## config.mk

```make
export PLATFORM = sky130hd
export DESIGN_NAME = data_mem_arbiter
export DESIGN_NICKNAME = d
export VERILOG_FILES = /design/src/rtl/data_mem_arbiter.sv
export SDC_FILE = /design/constraint.sdc
export NUM_CORES = 1
export LEC_CHECK = 0
export ABC_AREA = 1
export BUFFER_PORTS_ARGS = -buffer_cell sky130_fd_sc_hd__buf_4
export CAP_MARGIN = 20
export CELL_PAD_IN_SITES_DETAIL_PLACEMENT = 1
export CELL_PAD_IN_SITES_GLOBAL_PLACEMENT = 2
export CORE_AREA = 2 2 63 124
export CTS_CLUSTER_SIZE = 28
export DETAILED_ROUTE_END_ITERATION = 10
export DIE_AREA = 0 0 65 126
export GPL_ROUTABILITY_DRIVEN = 0
export MAX_ROUTING_LAYER = met4
export PLACE_DENSITY_LB_ADDON = 0.1
export SYNTH_ARGS = -nofsm -noshare
export SYNTH_HDL_FRONTEND = slang
export SYNTH_SLANG_ARGS = --single-unit
```

## constraint.sdc

```tcl
create_clock -name clk -period 3.05 [get_ports clk]
set_clock_uncertainty 0.2 [all_clocks]
set_input_delay 0.61 -clock clk [delete_from_list [all_inputs] [get_ports clk]]
set_output_delay 0.61 -clock clk [all_outputs]
set_load 0.05 [all_outputs]
```

## src/rtl/data_mem_arbiter.sv

```systemverilog
// data_mem_arbiter: shares a single-port data memory between port A (CPU) and port B (loader),
// sequencing each access through IDLE/ISSUE/RDWAIT and returning read data with a one-cycle pulse.
module data_mem_arbiter #(
    parameter int ADDR_W    = 8,
    parameter int DATA_W    = 8,
    parameter int PRIO_MODE = 0
) (
    input  logic              clk,
    input  logic              rst,
    input  logic              a_req,
    input  logic              a_we,
    input  logic [ADDR_W-1:0] a_addr,
    input  logic [DATA_W-1:0] a_wdata,
    output logic              a_gnt,
    output logic              a_rvalid,
    output logic [DATA_W-1:0] a_rdata,
    input  logic              b_req,
    input  logic              b_we,
    input  logic [ADDR_W-1:0] b_addr,
    input  logic [DATA_W-1:0] b_wdata,
    output logic              b_gnt,
    output logic              b_rvalid,
    output logic [DATA_W-1:0] b_rdata,
    output logic [ADDR_W-1:0] mem_addr,
    output logic              mem_read,
    output logic              mem_write,
    output logic [DATA_W-1:0] mem_wdata,
    input  logic [DATA_W-1:0] mem_rdata,
    output logic              busy
);
    typedef enum logic [1:0] {IDLE, ISSUE, RDWAIT} state_e;
    state_e              state_q;
    logic                win_b_q;
    logic                last_b_q;
    logic                pick_b_d;
    logic                a_gnt_q;
    logic                b_gnt_q;
    logic                a_rvalid_q;
    logic                b_rvalid_q;
    logic [DATA_W-1:0]   a_rdata_q;
    logic [DATA_W-1:0]   b_rdata_q;
    logic [ADDR_W-1:0]   mem_addr_q;
    logic [DATA_W-1:0]   mem_wdata_q;
    logic                mem_read_q;
    logic                mem_write_q;
    logic                busy_q;
    // On a tie, round-robin hands the bus to whichever port did not win last time
    assign pick_b_d = b_req && (!a_req || (PRIO_MODE == 0 && !last_b_q));
    always_ff @(posedge clk) begin
        if (rst) begin
            state_q     <= IDLE;
            win_b_q     <= 1'b0;
            last_b_q    <= 1'b1;
            a_gnt_q     <= 1'b0;
            b_gnt_q     <= 1'b0;
            a_rvalid_q  <= 1'b0;
            b_rvalid_q  <= 1'b0;
            a_rdata_q   <= '0;
            b_rdata_q   <= '0;
            mem_addr_q  <= '0;
            mem_wdata_q <= '0;
            mem_read_q  <= 1'b0;
            mem_write_q <= 1'b0;
            busy_q      <= 1'b0;
        end else begin
            a_gnt_q     <= 1'b0;
            b_gnt_q     <= 1'b0;
            a_rvalid_q  <= 1'b0;
            b_rvalid_q  <= 1'b0;
            mem_read_q  <= 1'b0;
            mem_write_q <= 1'b0;
            case (state_q)
                IDLE: begin
                    busy_q <= a_req || b_req;
                    if (a_req || b_req) begin
                        state_q     <= ISSUE;
                        win_b_q     <= pick_b_d;
                        last_b_q    <= pick_b_d;
                        mem_addr_q  <= pick_b_d ? b_addr : a_addr;
                        mem_wdata_q <= pick_b_d ? b_wdata : a_wdata;
                        mem_write_q <= pick_b_d ? b_we : a_we;
                        mem_read_q  <= pick_b_d ? !b_we : !a_we;
                        a_gnt_q     <= !pick_b_d;
                        b_gnt_q     <= pick_b_d;
                    end
                end
                ISSUE: begin
                    state_q <= mem_write_q ? IDLE : RDWAIT;
                    busy_q  <= !mem_write_q;
                end
                RDWAIT: begin
                    state_q <= IDLE;
                    busy_q  <= 1'b1;
                    if (win_b_q) begin
                        b_rdata_q  <= mem_rdata;
                        b_rvalid_q <= 1'b1;
                    end else begin
                        a_rdata_q  <= mem_rdata;
                        a_rvalid_q <= 1'b1;
                    end
                end
                default: begin
                    state_q <= IDLE;
                    busy_q  <= 1'b0;
                end
            endcase
        end
    end
    assign a_gnt     = a_gnt_q;
    assign b_gnt     = b_gnt_q;
    assign a_rvalid  = a_rvalid_q;
    assign b_rvalid  = b_rvalid_q;
    assign a_rdata   = a_rdata_q;
    assign b_rdata   = b_rdata_q;
    assign mem_addr  = mem_addr_q;
    assign mem_wdata = mem_wdata_q;
    assign mem_read  = mem_read_q;
    assign mem_write = mem_write_q;
    assign busy      = busy_q;
endmodule

```

==> results.ini <==
[status]
outcome=completed

[cts]
clk_pin_slew_ps=60
clockBufferDepth=2
cts_setup_buffers=0
postCtsResizedCells=0
cts_max_level=2
clkLatencyLatePin_ps=280
clock_sinks=43
clock-root-buffer=clkbuf_16
numCtsBuffers=5
postCtsHoldBufs=0
cts_tree=done

[final_layout]
layout.nets=365
syn_to_final_growth_pct=46.0
drive_above_1_share_pct=33.1
antenna_cells=0
stdcell_count=412

[min_path]
hold_class=flip-flop to flip-flop

[pwr]
ir_drop_mv=0.217
p_comb_share_pct=21.5
p_int_w=0.00112
p_sw_share_pct=29.6
seqPwrFrac_pct=39.2
power.density_nw_per_um2=599
power.share.clock_pct=39.3
power.switching_w=0.000473
p_leak_nw=1.31

[synthesis]
syn_avg_cell_area_um2=7.62
netlist_area_um2=1830
syn_inst=240
synth_commonest_cells=nand2_1 (83), dfxtp_1 (43), inv_1 (22)
synth-seq-cells=43
yosysTopAreaCellShare_pct=47.1
yosys-top-cells-area=dfxtp_1 (47%), nand2_1 (17%), nand3b_1 (7.0%)
yosysWarnings=0
async_reset_ff_share_pct=0
synth_cell_types=22
yosysMostFrequentCell=nand2_1
ys.flop_type=dfxtp_1
synth_top_area_cell=dfxtp_1
ys_seq_area_share_pct=47.1
syn_nets=286
synth-edff-count=0

[floorplan]
io_pins=85
core_um2=7210
die-area_um2=8190
die_w_um=65
start_util_pct=25.3
row_count=44
dieHeight_um=126

[sta]
setup_viol=0
fin_tns_setup_ps=0
period_share_pct=64.3
worst_slew_pin_slew_ps=687
min_period_ps=1960
hold_violations=0
slew_viol_final=0
rsz0062_at_grt=false
max_clock_freq_mhz=510
relSlewSlack_pct=54.1

[detailed_routing]
firstDrtPassIters=4
postRouteAntennaNets=0
vias_per_cell=4.41
drc_errors=0
detail_route.iter0.violations=87
wl_um=5510
wl_per_cell_um=13.4
vias=1815

[global_route]
grt.overflow.total=0
grt_max_degree=24
antenna_found_initial=0
grt_usage_pct=14.6
grt_pass1_vias=1856
grt_pass1_wl_um=8710

[critical_path]
end_kind=flip-flop
cp_max_fo=20
crit_chain=buf_4, nand2_2, nand2_1, nand2_1, o21ai_2, and2_1
worstSetupPathType=primary input to flip-flop
worst_ep_arrival_time_ps=1940
cp.required_ps=3030
startpoint_type=primary input
cp_slowest_cell=nand2_1
cp_common_cell=nand2_1
cp_slowest_stage_delay_ps=500

[place]
dpl.hpwl_um=4230
dpl.cell_count=404
port_buffers=84

[job]
max_cap_viol_count=0

==> cell usage in the layout, fill, tap and decap left out <==
master,n
nand3_2,3
and2_1,1
nor2_2,3
clkbuf_8,1
nand3_1,15
nand2_1,83
o21ai_2,1
nor2_1,8
buf_4,84
nor2_4,1
bufinv_16,1
nand4_1,8
inv_2,2
clkbuf_16,5
clkinv_2,1
inv_1,22
nand3b_1,17
nand2_4,1
nor2_8,1
a21oi_1,17
nand2_2,2
dfxtp_1,43
==> path summary, 6_finish.rpt <==
check,start,end,slack (ps),depth (start not counted)
setup / recovery,a_req,mem_read,1090,6
hold / removal,mem_addr[5],mem_addr[5],250,2
setup reg to reg,last_b_q,mem_read,1220,5
hold reg to reg,mem_addr[5],mem_addr[5],250,2
==> stage by stage <==
| stage | utilization [%] | instance area [µm²] | power (W) | setup WS, ps | hold WS [ps] |
|---|---|---|---|---|---|
| floorplan | - | 1830 | 0.000864 | 1520 | 262 |
| detailed placement | 34.6 | 2490 | 0.000990 | 708 | 244 |
| global route | 37.0 | 2670 | 0.00167 | 933 | 279 |
| global placement | 34.6 | 2490 | 0.000988 | 795 | 238 |
| finish | 37.0 | 2670 | 0.00160 | 1090 | 254 |
| CTS | 37.0 | 2670 | 0.00163 | 1030 | 258 |
==> sequential cells by signal, summed over array words and instances, names as in the netlist <==
register and cells:
mem_wdata 8, mem_write 1, last_b_q 1, b_gnt 1, busy 1, win_b_q 1, a_gnt 1, a_rvalid 1
a_rdata 8, mem_addr 8, state_q 2, b_rdata 8, b_rvalid 1, mem_read 1
==> cells by family (layout without fill, tap and decap cells) <==
logic type             Yosys count  in the layout  share of synthesized area, %
and+or+nand+nor                143            143                          38.5
DFF                             43             43                          47.1
buffers and inverters           36            116                          9.24
AOI/OAI and AO/OA               18             18                          5.13
==> per-layer routing <==
| layer | GRT usage [%] | wire, µm |
|---|---|---|
| met1 | 13.7 | 1950 |
| met2 | 27.8 | 3180 |
| met3 | 2.41 | 254 |
| met4 | 6.38 | 118 |
| met5 | - | 0 |
==> critical path, delay by kind of cell <==
family / cells / cell delay (ps)
buffers and inverters: 1 / 130
AO/OA/AOI/OAI: 1 / 80
AND/OR/NAND/NOR: 4 / 1120
==> layout make-up <==
| cell class | count | area [µm²] |
|---|---|---|
| fillers | 909 | 4540 |
| flip-flops and latches | 43 | 861 |
| multi-input cells | 161 | 798 |
| repair buffers | 84 | 631 |
| clock buffers | 6 | 139 |
| well taps | 92 | 115 |
| inverters | 24 | 90.1 |
| clock inverters | 2 | 35.0 |
==> power by group through the flow <==
stage	Sequential, W	Clock, W	Combinational (W)
3_3_place_gp	0.000639	0	0.000349
5_1_grt	0.000631	0.000665	0.000373
6_report	0.000626	0.000628	0.000343
4_1_cts	0.000627	0.000648	0.000352
3_5_place_dp	0.000639	0	0.000351
2_1_floorplan	0.000749	0	0.000115
Power figures use the tool's default switching activity.
